[src/rtl/instr_mem_loader_pkg.sv]
// Shared constants for the instruction-memory loader: memory geometry and
// loader FSM state encodings.
package instr_mem_loader_pkg;

    localparam int IMEM_ADDR_W = 10;
    localparam int IMEM_WORDS  = 1024;
    localparam int INST_W      = 32;
    localparam int BYTES_PER_W = INST_W / 8;

    localparam logic [2:0] ST_IDLE  = 3'd0;
    localparam logic [2:0] ST_RECV  = 3'd1;
    localparam logic [2:0] ST_WRITE = 3'd2;
    localparam logic [2:0] ST_DONE  = 3'd3;
    localparam logic [2:0] ST_ERR   = 3'd4;

endpackage

[src/rtl/instr_mem_loader_byte_packer.sv]
// Little-endian byte packer: collects up to four bytes into one 32-bit word.
// word_next is the word as it will look once the byte on data_byte is pushed,
// so the top can latch a complete word on the same edge the byte is accepted.
module byte_packer
    import instr_mem_loader_pkg::*;
(
    input  logic              clk,
    input  logic              rst_n,
    input  logic              clr,
    input  logic              push,
    input  logic [7:0]        data_byte,
    output logic [INST_W-1:0] word_next,
    output logic              last_slot
);

    logic [INST_W-1:0] word;
    logic [1:0]        idx;

    // Merge the incoming byte into its lane of the current word.
    always_comb begin
        word_next             = word;
        word_next[idx*8 +: 8] = data_byte;
    end

    assign last_slot = (idx == 2'd3);

    // Word register and byte index; clear wins over push.
    always_ff @(posedge clk or negedge rst_n) begin
        if (!rst_n) begin
            word <= '0;
            idx  <= 2'd0;
        end else if (clr) begin
            word <= '0;
            idx  <= 2'd0;
        end else if (push) begin
            word <= word_next;
            idx  <= idx + 2'd1;
        end
    end

endmodule

[src/rtl/instr_mem_loader.sv]
// Instruction-memory loader: receives a program as a valid/ready byte stream,
// packs it into 32-bit words and writes them to imem from address 0, holding
// the core in reset until the load completes.
//
//   state | meaning
//   IDLE  | after reset, no load in progress, core released
//   RECV  | accepting bytes into the packer
//   WRITE | one-cycle imem write of the packed word
//   DONE  | program loaded, core released
//   ERR   | program exceeded imem capacity, core held
module instr_mem_loader
    import instr_mem_loader_pkg::*;
#(
    parameter int ADDR_W     = IMEM_ADDR_W,
    parameter int DATA_W     = INST_W,
    parameter int IMEM_WORDS = instr_mem_loader_pkg::IMEM_WORDS
) (
    input  logic              ld_in_clk,
    input  logic              ld_in_rst,
    input  logic              ld_in_start,
    input  logic [7:0]        ld_in_byte,
    input  logic              ld_in_valid,
    input  logic              ld_in_last,
    output logic              ld_out_ready,
    output logic [ADDR_W-1:0] ld_out_addr,
    output logic [DATA_W-1:0] ld_out_data,
    output logic              ld_out_wren,
    output logic              ld_out_core_hold,
    output logic              ld_out_done,
    output logic              ld_out_err,
    output logic [ADDR_W:0]   ld_out_count
);

    localparam logic [ADDR_W:0] FINAL_IDX = (ADDR_W+1)'(IMEM_WORDS - 1);

    logic [2:0]        state;
    logic [2:0]        state_next;
    logic [ADDR_W:0]   count;
    logic              last_pending;
    logic              accept;
    logic              start_go;
    logic              pk_clr;
    logic              pk_last_slot;
    logic [DATA_W-1:0] pk_word_next;

    assign ld_out_ready = (state == ST_RECV);
    assign accept       = ld_in_valid && ld_out_ready;
    assign start_go     = ld_in_start &&
                          ((state == ST_IDLE) || (state == ST_DONE) || (state == ST_ERR));
    assign pk_clr       = start_go || (state == ST_WRITE);
    assign ld_out_count = count;

    byte_packer u_packer (
        .clk       (ld_in_clk),
        .rst_n     (ld_in_rst),
        .clr       (pk_clr),
        .push      (accept),
        .data_byte (ld_in_byte),
        .word_next (pk_word_next),
        .last_slot (pk_last_slot)
    );

    // Next-state decode; a final word that exactly fills memory still ends in DONE.
    always_comb begin
        state_next = state;
        case (state)
            ST_IDLE, ST_DONE, ST_ERR: begin
                if (ld_in_start) state_next = ST_RECV;
            end
            ST_RECV: begin
                if (accept && (pk_last_slot || ld_in_last)) state_next = ST_WRITE;
            end
            ST_WRITE: begin
                if (last_pending)         state_next = ST_DONE;
                else if (count == FINAL_IDX) state_next = ST_ERR;
                else                      state_next = ST_RECV;
            end
            default: state_next = ST_IDLE;
        endcase
    end

    // State, word counter and last-byte flag.
    always_ff @(posedge ld_in_clk or negedge ld_in_rst) begin
        if (!ld_in_rst) begin
            state        <= ST_IDLE;
            count        <= '0;
            last_pending <= 1'b0;
        end else begin
            state <= state_next;
            if (start_go) begin
                count        <= '0;
                last_pending <= 1'b0;
            end else begin
                if (state == ST_WRITE) count <= count + 1'b1;
                if (accept && ld_in_last) last_pending <= 1'b1;
            end
        end
    end

    // Registered outputs, driven from the state being entered so they line up with it.
    always_ff @(posedge ld_in_clk or negedge ld_in_rst) begin
        if (!ld_in_rst) begin
            ld_out_wren      <= 1'b0;
            ld_out_addr      <= '0;
            ld_out_data      <= '0;
            ld_out_core_hold <= 1'b0;
            ld_out_done      <= 1'b0;
            ld_out_err       <= 1'b0;
        end else begin
            ld_out_wren      <= (state_next == ST_WRITE);
            ld_out_core_hold <= (state_next == ST_RECV) || (state_next == ST_WRITE) ||
                                (state_next == ST_ERR);
            ld_out_done      <= (state_next == ST_DONE);
            ld_out_err       <= (state_next == ST_ERR);
            if ((state == ST_RECV) && (state_next == ST_WRITE)) begin
                ld_out_addr <= count[ADDR_W-1:0];
                ld_out_data <= pk_word_next;
            end
        end
    end

endmodule

[config.mk]
export PLATFORM = sky130hd
export DESIGN_NAME = instr_mem_loader
export DESIGN_NICKNAME = d
export VERILOG_FILES = /design/src/rtl/instr_mem_loader_pkg.sv /design/src/rtl/instr_mem_loader_byte_packer.sv /design/src/rtl/instr_mem_loader.sv
export SDC_FILE = /design/constraint.sdc
export NUM_CORES = 1
export LEC_CHECK = 0
export CAP_MARGIN = 10
export CELL_PAD_IN_SITES_DETAIL_PLACEMENT = 0
export CELL_PAD_IN_SITES_GLOBAL_PLACEMENT = 2
export CORE_MARGIN = 3
export CORE_UTILIZATION = 30
export DETAILED_ROUTE_END_ITERATION = 10
export GPL_TIMING_DRIVEN = 0
export PLACE_DENSITY_LB_ADDON = 0.1
export SKIP_LAST_GASP = 1
export SLEW_MARGIN = 0
export SYNTH_ARGS = -nofsm -noshare
export SYNTH_HDL_FRONTEND = slang
export SYNTH_SLANG_ARGS = --single-unit
[constraint.sdc]
create_clock -name ld_in_clk -period 2.3 [get_ports ld_in_clk]
set_input_delay 0.345 -clock ld_in_clk [delete_from_list [all_inputs] [get_ports ld_in_clk]]
set_output_delay 0.345 -clock ld_in_clk [all_outputs]
set_load 0.02 [all_outputs]
==> impl_metrics.env <==
export IMPL_netlist_area_leader_share=0.553
export IMPL_drive_above_1_share=0.102
export IMPL_synthAdderAreaFrac=0.0175
export IMPL_sw_frac_of_total=0.355
export IMPL_path_clk_slew_ns=0.06
export IMPL_synth_top_family_by_area="simple AND/OR/NAND/NOR gates"
export IMPL_wl_mm=11.7
export IMPL_multiInputGateArea_sq_mm=0.00175
export IMPL_p_seq_frac=0.396
export IMPL_grt_pass1_vias=3293
export IMPL_vdd_drop_max_uv=366
export IMPL_finClkSkew_ns=0.00506
export IMPL_fin_nets=523
export IMPL_fin_crit_ns=2.09
export IMPL_grt_util_all_layers=0.151
export IMPL_yosys_area_share_simple=0.185
export IMPL_crit_chain="inv_1 > ha_2 > nor4bb_1 > buf_2 > and2_1 > clkbuf_2 > a22oi_1 > nor2_1"
export IMPL_synth_compound_area_share=0.164
export IMPL_setup_ws_ns=0.213
export IMPL_critPathSlowestCell="dfrtp_2"
export IMPL_final_setup_viol_count=0
export IMPL_start_kind="flip-flop"
export IMPL_drc_errors=0
export IMPL_yosys_area_top_type="dfrtp_1"
export IMPL_grt_pass1_wl_mm=18.6
export IMPL_die_y_um=126
export IMPL_cts_tree="done"
export IMPL_synth_area_mux_share=0.0282
export IMPL_n_fill_cell=1406
export IMPL_ys_flop_type="dfrtp_1"
export IMPL_vias=3378
export IMPL_yosysMostFrequentCell="dfrtp_1"
export IMPL_cp_data_arrival_time_ns=2.36
export IMPL_synth_common_cells="dfrtp_1, nor2_1, nand2_1"
export IMPL_crit_family="buffers and inverters"
export IMPL_max_freq_mhz=479
export IMPL_root_buffer="clkbuf_16"
export IMPL_ios=71
export IMPL_area_delta_synth_final_pct=27.0
export IMPL_antenna_cells=0
export IMPL_cpPeakStageDelay_ns=0.47
export IMPL_regArea_sq_mm=0.00238
export IMPL_clock_latency_ns=0.35
export IMPL_hold_class="input pin to async pin"
export IMPL_stdcell_area_sq_mm=0.00546
export IMPL_critPathKind="flip-flop to flip-flop"
export IMPL_combPwrFrac=0.343
export IMPL_tightest_slew_ns=0.648
export IMPL_start_util=0.308
export IMPL_status="finished, final reports clean"
export IMPL_hold_viol=0
export IMPL_antenna_found_initial=0
export IMPL_synth_area_leaders="dfrtp_1, a22oi_1, nor2b_1"
export IMPL_intPower_mw=3.39
export IMPL_dp_slack_ns=-0.0811
export IMPL_port_buffers=62
export IMPL_worstPathRequired_ns=2.57
export IMPL_core_area_sq_mm=0.0139
export IMPL_overflow=0
export IMPL_synth_edf_count=0
export IMPL_yosysWarningCount=0
export IMPL_relSlewSlack=0.566
export IMPL_p_clk_frac=0.261
export IMPL_clockBufferDepth=2
export IMPL_grt_max_degree=68
export IMPL_cts_buffers=9
export IMPL_dieWidth_um=126
export IMPL_dieArea_sq_mm=0.0158
export IMPL_drtIter0Drc=141
export IMPL_htreeDepth=3
export IMPL_cap_viol_max_count=0
export IMPL_via_per_inst=4.91
export IMPL_power_total_mw=5.26
export IMPL_std_cell_rows=43
export IMPL_postPlaceCellArea_sq_mm=0.00517
export IMPL_ys_ff_latch=95
export IMPL_fin_crit_sh=0.907
export IMPL_dpl_hpwl_mm=7.89
export IMPL_syn_nets=448
export IMPL_path_max_fanout=10
export IMPL_ys_seq_area_frac=0.553
export IMPL_synthArstFlopShare=1.00
export IMPL_slew_viol_final=0
export IMPL_firstDrtPassIters=4
export IMPL_synthesis_area_sq_mm=0.00430
export IMPL_drtAntennaViolNets=0
export IMPL_synth_cells=429
export IMPL_cellLeakagePower_nw=2.35
export IMPL_rsz0062_at_grt="yes"
export IMPL_cellPowerDensity_mw_per_mm2=963
export IMPL_cp_buffers_inverters=3
export IMPL_synthXorXnorAreaFrac=0.0102
export IMPL_synth_avg_cell_area_sq_um=10.0
export IMPL_wl_per_cell_um=17.0
export IMPL_ys_types=40
export IMPL_place_congestion=0.792
export IMPL_clock_sinks=95
export IMPL_power_switching_mw=1.87
export IMPL_cp_end_kind="flip-flop"
## cell usage in the layout, fill, tap and decap left out, types with 5 or more instances in the layout
cell type and instances:
o31ai_1 5, o21ai_0 38, clkdlybuf4s50_1 61, clkbuf_16 9
nor2b_1 33, dfrtp_1 94, buf_2 14, nor2_1 42
clkbuf_1 21, mux2_2 9, or4_1 5, a21oi_1 39
and2_1 5, inv_1 7, nand2_1 40, a22oi_1 33
## sequential cells by signal, summed over array words and instances, names as in the netlist
signal            cells
ld_out_wren           1
u_packer.idx          2
ld_out_err            1
u_packer.word        32
ld_out_addr          10
ld_out_data          32
last_pending          1
ld_out_count         11
state                 3
ld_out_done           1
ld_out_core_hold      1
## path summary, 6_finish.rpt
check                      cells after the start                end       startpoint  slack (ns)
min reg2reg                                    2    ld_out_data[13]  ld_out_data[13]        0.48
min                                            2     ld_out_data[9]        ld_in_rst        0.46
min in group ld_in_clk                         2    ld_out_data[13]  ld_out_data[13]        0.48
max reg2reg                                    8   u_packer.word[3]  u_packer.idx[0]        0.21
max                                            8   u_packer.word[3]  u_packer.idx[0]        0.21
max in group asynchronous                      3  u_packer.word[24]        ld_in_rst        1.15
## worst reg2reg max path: stages, from the launching register on
cell and delay (ns):
dfrtp_2 0.47, inv_1 0.13, ha_2 0.32, nor4bb_1 0.29, buf_2 0.25, and2_1 0.15, clkbuf_2 0.20, a22oi_1 0.09
nor2_1 0.13
## area by class of cell
| cell class | count | share of cell area |
|---|---|---|
| Buffer | 35 | 0.0287 |
| Inverter | 7 | 0.00482 |
| Timing Repair Buffer | 64 | 0.120 |
| Sequential cell | 95 | 0.436 |
| Multi-Input combinational cell | 292 | 0.322 |
| Clock inverter | 1 | 0.000917 |
| Clock buffer | 14 | 0.0466 |
| Tap cell | 180 | 0.0413 |
## timing repair
| item | 4_1_cts | 5_1_grt |
|---|---|---|
| setup buffers | 0 | 0 |
| resized for setup | 1 | 6 |
| endpoints found under the hold margin | 28 | 0 |
| pin swaps | 0 | 0 |
| hold buffers | 1 | 0 |
| endpoints found under the setup margin | 4 | 32 |
## kinds of logic after synthesis
| group | Yosys count |
|---|---|
| AOI/OAI and AO/OA | 119 |
| DFF | 95 |
| xor gates and xnor gates | 5 |
| buffers and inverters | 42 |
| muxes | 11 |
| and+or+nand+nor | 151 |
| adders and majority gates | 6 |
## stage by stage
| stage | cells | hold WS [ns] | utilization | setup TNS, ns |
|---|---|---|---|---|
| 5_1_grt | 688 | 0.490 | 0.391 | -0.0154 |
| 4_1_cts | 688 | 0.471 | 0.390 | 0 |
| 6_report | 688 | 0.464 | 0.391 | 0 |
| 3_3_place_gp | 671 | 0.463 | 0.369 | -283.19 |
| 3_5_place_dp | 672 | 0.300 | 0.371 | -1.63 |
| 2_1_floorplan | 429 | 0.0494 | - | 0 |
## metal layers
layer	vias to the layer above	GRT usage	wire, um
met5	-	0	0
met2	82	0.222	5160
li1	1634	-	-
met4	0	0.0478	155
met3	12	0.0352	636
met1	1650	0.221	5730
## power by group through the flow
stage	combinational [mW]	sequential [mW]	clock, mW
after detailed placement	1.81	2.11	0
after global placement	1.80	2.11	0
after floorplan	0.881	2.29	0
after CTS	1.82	2.08	1.42
after global routing	1.99	2.12	1.49
final	1.80	2.08	1.37
(Power assumes the default switching activity.)
==> RTL change 1 (same flow settings) <==
Put one more register stage on the output `ld_out_count`, without a reset. The value now appears one clock later. The other outputs are not delayed to match.
--- a/src/rtl/instr_mem_loader.sv
+++ b/src/rtl/instr_mem_loader.sv
@@ -48,7 +48,9 @@
     assign start_go     = ld_in_start &&
                           ((state == ST_IDLE) || (state == ST_DONE) || (state == ST_ERR));
     assign pk_clr       = start_go || (state == ST_WRITE);
-    assign ld_out_count = count;
+    always_ff @(posedge ld_in_clk) begin
+        ld_out_count <= count;
+    end
 
     byte_packer u_packer (
         .clk       (ld_in_clk),
Formal check against the unedited RTL: not equivalent (Yosys sat finds a counterexample within 4 cycles, from zero or initial values and one cycle with ld_in_rst low).
==> RTL change 1 against the original RTL <==
Setup slack improved by 24 ps; total power grew 9.3%; non-clock buffer count is 4 lower; via count rose by 2.6%; cell area grew 6.2%; area after synthesis rose by 6.0%; first-iteration DRC count is 24% higher; wire length up 2.6%; synthesized cell count rose by 4.4%; combinational power shrank 3%; hold slack got worse by 63 ps; sequential cell count grew 11; die area increased by 5.7%; largest power group unchanged.
==> RTL change 1: results (changes against the original RTL) <==
- The run finished with clean final reports.
- The maximum fanout count along the critical path is 7 (-3).
- The combined global-route utilization of all metal layers is 15.1% (+0.039 points).
- The routed wirelength normalized by instance count was 16.9 um (-0.39%).
- The number of nets in the layout is 540 (+3.3%).
- The minimum setup slack among reg-to-reg paths is 250 ps (+40 ps).
- Ranked by instance count, the synthesized netlist is headed by sky130_fd_sc_hd__dfrtp_1 (95), sky130_fd_sc_hd__nand2_1 (45), sky130_fd_sc_hd__nor2_1 (45), sky130_fd_sc_hd__a21oi_1 (41), sky130_fd_sc_hd__o21ai_0 (38).
- The type of the tightest min-delay check is reg -> reg.
- The largest registers in the layout are ld_out_data: 32 flops, u_packer.word: 32 flops.
- The largest incremental delay on the critical path is 620 ps (+150 ps).
- The area of placed instances is 5420 um2 (+4.9%).
- The number of I/O port buffers was 61 (-1.6%).
- The post-synthesis net count is 467 (+4.2%).
- The number of buffers inserted during clock tree synthesis is 9 (unchanged).
- The antenna diode count is 0 (unchanged).
- The max-slew headroom at the worst pin came to 57.4% (+0.81 points).
- The static power due to leakage came to 0.00252 uW (+7.2%).
- The largest vdd supply drop is 0.440 mV (+20%).
- The fraction of synthesis flops using an asynchronous set or reset pin is 89.6% (-10 points).
- The fraction of the yosys area taken by sequential cells came to 57.0% (+1.7 points).
- The signal arrival time at the worst endpoint was 1720 ps (-640 ps).
- The routability congestion estimate from global placement came to 0.742 (-6.3%).
- The layout cell share with drive strength beyond 1 is 10.7% (+0.43 points).
- The worst setup path is of the reg -> out kind.
- For this design, the slowest cell found on the critical path is sky130_fd_sc_hd__clkdlybuf4s50_1.
- The wire length of the first global-routing pass came to 19400 um (+4.2%).
- The filler cell count came to 1447 (+2.9%).
- The total number of vias is 3465 (+2.6%).
- The worst clock skew on the final layout came to 7.03 ps (+1.97 ps).
- The maximum number of pins on one net before global-route repair is 57 (-16%).
- The HPWL after detailed placement is 8130 um (+3.1%).
- Ranked by total cell area, the synthesized netlist is headed by sky130_fd_sc_hd__dfrtp_1 (52%), sky130_fd_sc_hd__a22oi_1 (5.3%), sky130_fd_sc_hd__dfxtp_1 (4.8%).
- The initial detailed-routing violation count is 175 (+24%).
- The count of distinct cell types in the synthesized netlist is 46 (+15%).
[RTL change 1: critical path, delay by kind of cell, from the launching register on]
kind,cells,cell delay [ps]
buf+inv,1,620
flops,1,450
simple gates,2,310
[RTL change 1: worst paths after layout]
| kind | from | end | cells past startpoint |
|---|---|---|---|
| hold reg to reg | count[0] | ld_out_count[0] | 0 |
| max in group asynchronous | ld_in_rst | u_packer.idx[0] | 3 |
| min in group asynchronous | ld_in_rst | ld_out_data[17] | 2 |
| setup / recovery | state[2] | ld_out_ready | 3 |
| hold / removal | count[0] | ld_out_count[0] | 0 |
| setup reg to reg | u_packer.idx[0] | u_packer.word[1] | 8 |
[RTL change 1: cell type report]
cell class	count	area share, %
multi-input cells	305	31.3
inverters	4	0.259
well taps	184	3.97
repair buffers	63	11.1
clock inverters	5	1.77
flip-flops and latches	106	44.8
plain buffers	32	2.57
clock buffers	10	4.12
[RTL change 1: power by group]
| part | switching (uW) | leakage, uW | internal [uW] |
|---|---|---|---|
| combinational | 1070 | 0.000957 | 665 |
| clock | 688 | 0.000165 | 1090 |
| sequential | 141 | 0.00140 | 2090 |
[RTL change 1: per-layer routing]
metal	GRT usage (%)	part of all wire [%]
met1	22.8	50
met2	21.7	44
met3	2.64	5.1
met4	5.62	1.6
met5	0	0
[RTL change 1: repair_timing]
item / 4_1_cts / 5_1_grt
pin swaps: 0 / 0
hold buffers: 1 / 0
endpoints found under the hold margin: 1 / 0
setup endpoints to repair: 8 / 32
gates resized for setup: 1 / 11
[RTL change 1: stage by stage]
stage | worst slack, ps | hold WS, ps | util, % | instances
2_1_floorplan | 404 | 49.4 | - | 448
3_3_place_gp | -2970 | 392 | 36.7 | 693
3_5_place_dp | 4.60 | 372 | 36.9 | 694
4_1_cts | 19.1 | 406 | 39.3 | 710
5_1_grt | 44.0 | 425 | 39.4 | 709
6_report | 237 | 401 | 39.4 | 709
[RTL change 1: kinds of logic (layout without fill, tap and decap cells)]
kind of cell	count (synthesis)	after routing	share of synthesized area [%]
compound gates	121	121	15.6
xor+xnor	4	4	0.770
flops	106	106	57.0
simple gates	159	159	17.9
mux	15	15	3.57
buf+inv	37	114	3.52
fa+ha+maj	6	6	1.65
==> RTL change 2 (config.mk and constraints unchanged) <==
Without the edit above. `INST_W`: 32 -> 40.
--- a/src/rtl/instr_mem_loader_pkg.sv
+++ b/src/rtl/instr_mem_loader_pkg.sv
@@ -4,7 +4,7 @@
 
     localparam int IMEM_ADDR_W = 10;
     localparam int IMEM_WORDS  = 1024;
-    localparam int INST_W      = 32;
+    localparam int INST_W      = 40;
     localparam int BYTES_PER_W = INST_W / 8;
 
     localparam logic [2:0] ST_IDLE  = 3'd0;
Interface: changed (resized ld_out_data); port bits go from 71 to 79. The function was not compared with the original's and may differ.
==> RTL change 2 against the original RTL <==
Cell area up 18%; area after synthesis rose by 18%; hold slack gained 6.8 ps; wire length is 19% higher; setup slack got worse by 86 ps; sequential cell count up 16; non-clock buffer count grew 14; total power up 18%; largest cell class unchanged; highest routed layer unchanged.
==> RTL change 2: results (changes against the original RTL) <==
- The number of search-and-repair iterations in the first detailed-routing pass is 5 (+1).
- The routed wirelength normalized by instance count is 16.7 um (-1.6%).
- The layout cell share with drive strength beyond 1 is 7.92% (-2.3 points).
- The type of the tightest min-delay check is in -> reg.
- The met2 layer wire length in the routed design is 6520 um (+26%).
- The worst reg2reg path endpoint is u_packer.word[14].
- The count of distinct cell types in the synthesized netlist is 43 (+7.5%).
- The number of I/O port buffers is 69 (+11%).
- The wire length of the first global-routing pass was 22400 um (+21%).
- The sum of met3 wire segment lengths after detailed routing is 537 um (-16%).
- The sequential-cell power consumption is 2460 uW (+18%).
- The actual slew at the worst max-slew pin is 715 ps (+67.3 ps).
- The routability congestion estimate from global placement is 0.728 (-8.1%).
- The instance count after placement with tap cells included is 816 (+21%).
- The switching share of power was 36.2% (+0.70 points).
- The via-per-instance ratio was 4.82 (-1.8%).
- The number of nets in the layout is 634 (+21%).
- Sorting the synthesized cells by how often they occur yields sky130_fd_sc_hd__dfrtp_1 (111), sky130_fd_sc_hd__nand2_1 (91), sky130_fd_sc_hd__nor2_1 (45), sky130_fd_sc_hd__a21oi_1 (43), sky130_fd_sc_hd__o21ai_0 (37).
- Sorting the synthesized cells by area gives the leading types as sky130_fd_sc_hd__dfrtp_1 (55%), sky130_fd_sc_hd__nand2_1 (6.7%), sky130_fd_sc_hd__a22oi_1 (4.9%).
- The post-synthesis net count came to 550 (+23%).
- The via count of the first global-routing pass came to 4001 (+22%).
- The flow ran to the end, and the final reports show no timing, DRC or antenna violations.
- The total routed wire length on the met1 layer is 6770 um (+18%).
- The non-filler instance count after layout was 835 (+21%).
- The number of instances resized during post-cts repair is 11 (+10).
[RTL change 2: cell count changes in the layout (fill, tap and decap cells not counted), sizes merged, moves of 6 or more]
cell           unedited run  this run
buf                      16        24
clkdlybuf4s50            61        67
dfrtp                    95       111
mux2                      9         0
mux2i                     2        10
nand2                    40        91
nand3                     2        11
o21ai                    38        48
or4                       6         0
[RTL change 2: critical path: cells and delay by family, from the launching register on]
| family | cells | cell delay, ps |
|---|---|---|
| simple gates | 3 | 420 |
| fa+ha+maj | 1 | 210 |
| compound gates | 1 | 160 |
| flops | 1 | 450 |
| buf+inv | 5 | 810 |
[RTL change 2: through the flow]
| stage | setup slack (ps) | hold WS, ps | power, uW | utilization (%) | cell area, um2 |
|---|---|---|---|---|---|
| final | 127 | 471 | 6200 | 39.5 | 6420 |
| after global routing | -4.49 | 500 | 6630 | 39.5 | 6420 |
| after CTS | 2.94 | 447 | 6280 | 39.3 | 6380 |
| after detailed placement | -433 | 319 | 4640 | 37.3 | 6060 |
| after global placement | -3620 | 461 | 4620 | 37.1 | 6030 |
| after floorplan | 75.6 | 49.4 | 3740 | - | 5070 |
[RTL change 2: layout make-up]
class	count	area share, %
clock buffers	12	3.84
repair buffers	73	11.6
inverters	4	0.234
flip-flops and latches	111	43.3
well taps	216	4.21
plain buffers	40	3.04
clock inverters	4	0.702
multi-input cells	375	33.0
[RTL change 2: logic make-up (layout without fill, tap and decap cells)]
logic type	after synthesis	after routing	share of synthesized area (%)
AOI/OAI and AO/OA	135	135	15.6
xor gates and xnor gates	7	7	1.21
adders and majority gates	7	7	1.73
buffers and inverters	44	133	3.75
DFF	111	111	54.8
muxes	10	10	1.98
and+or+nand+nor	216	216	20.9
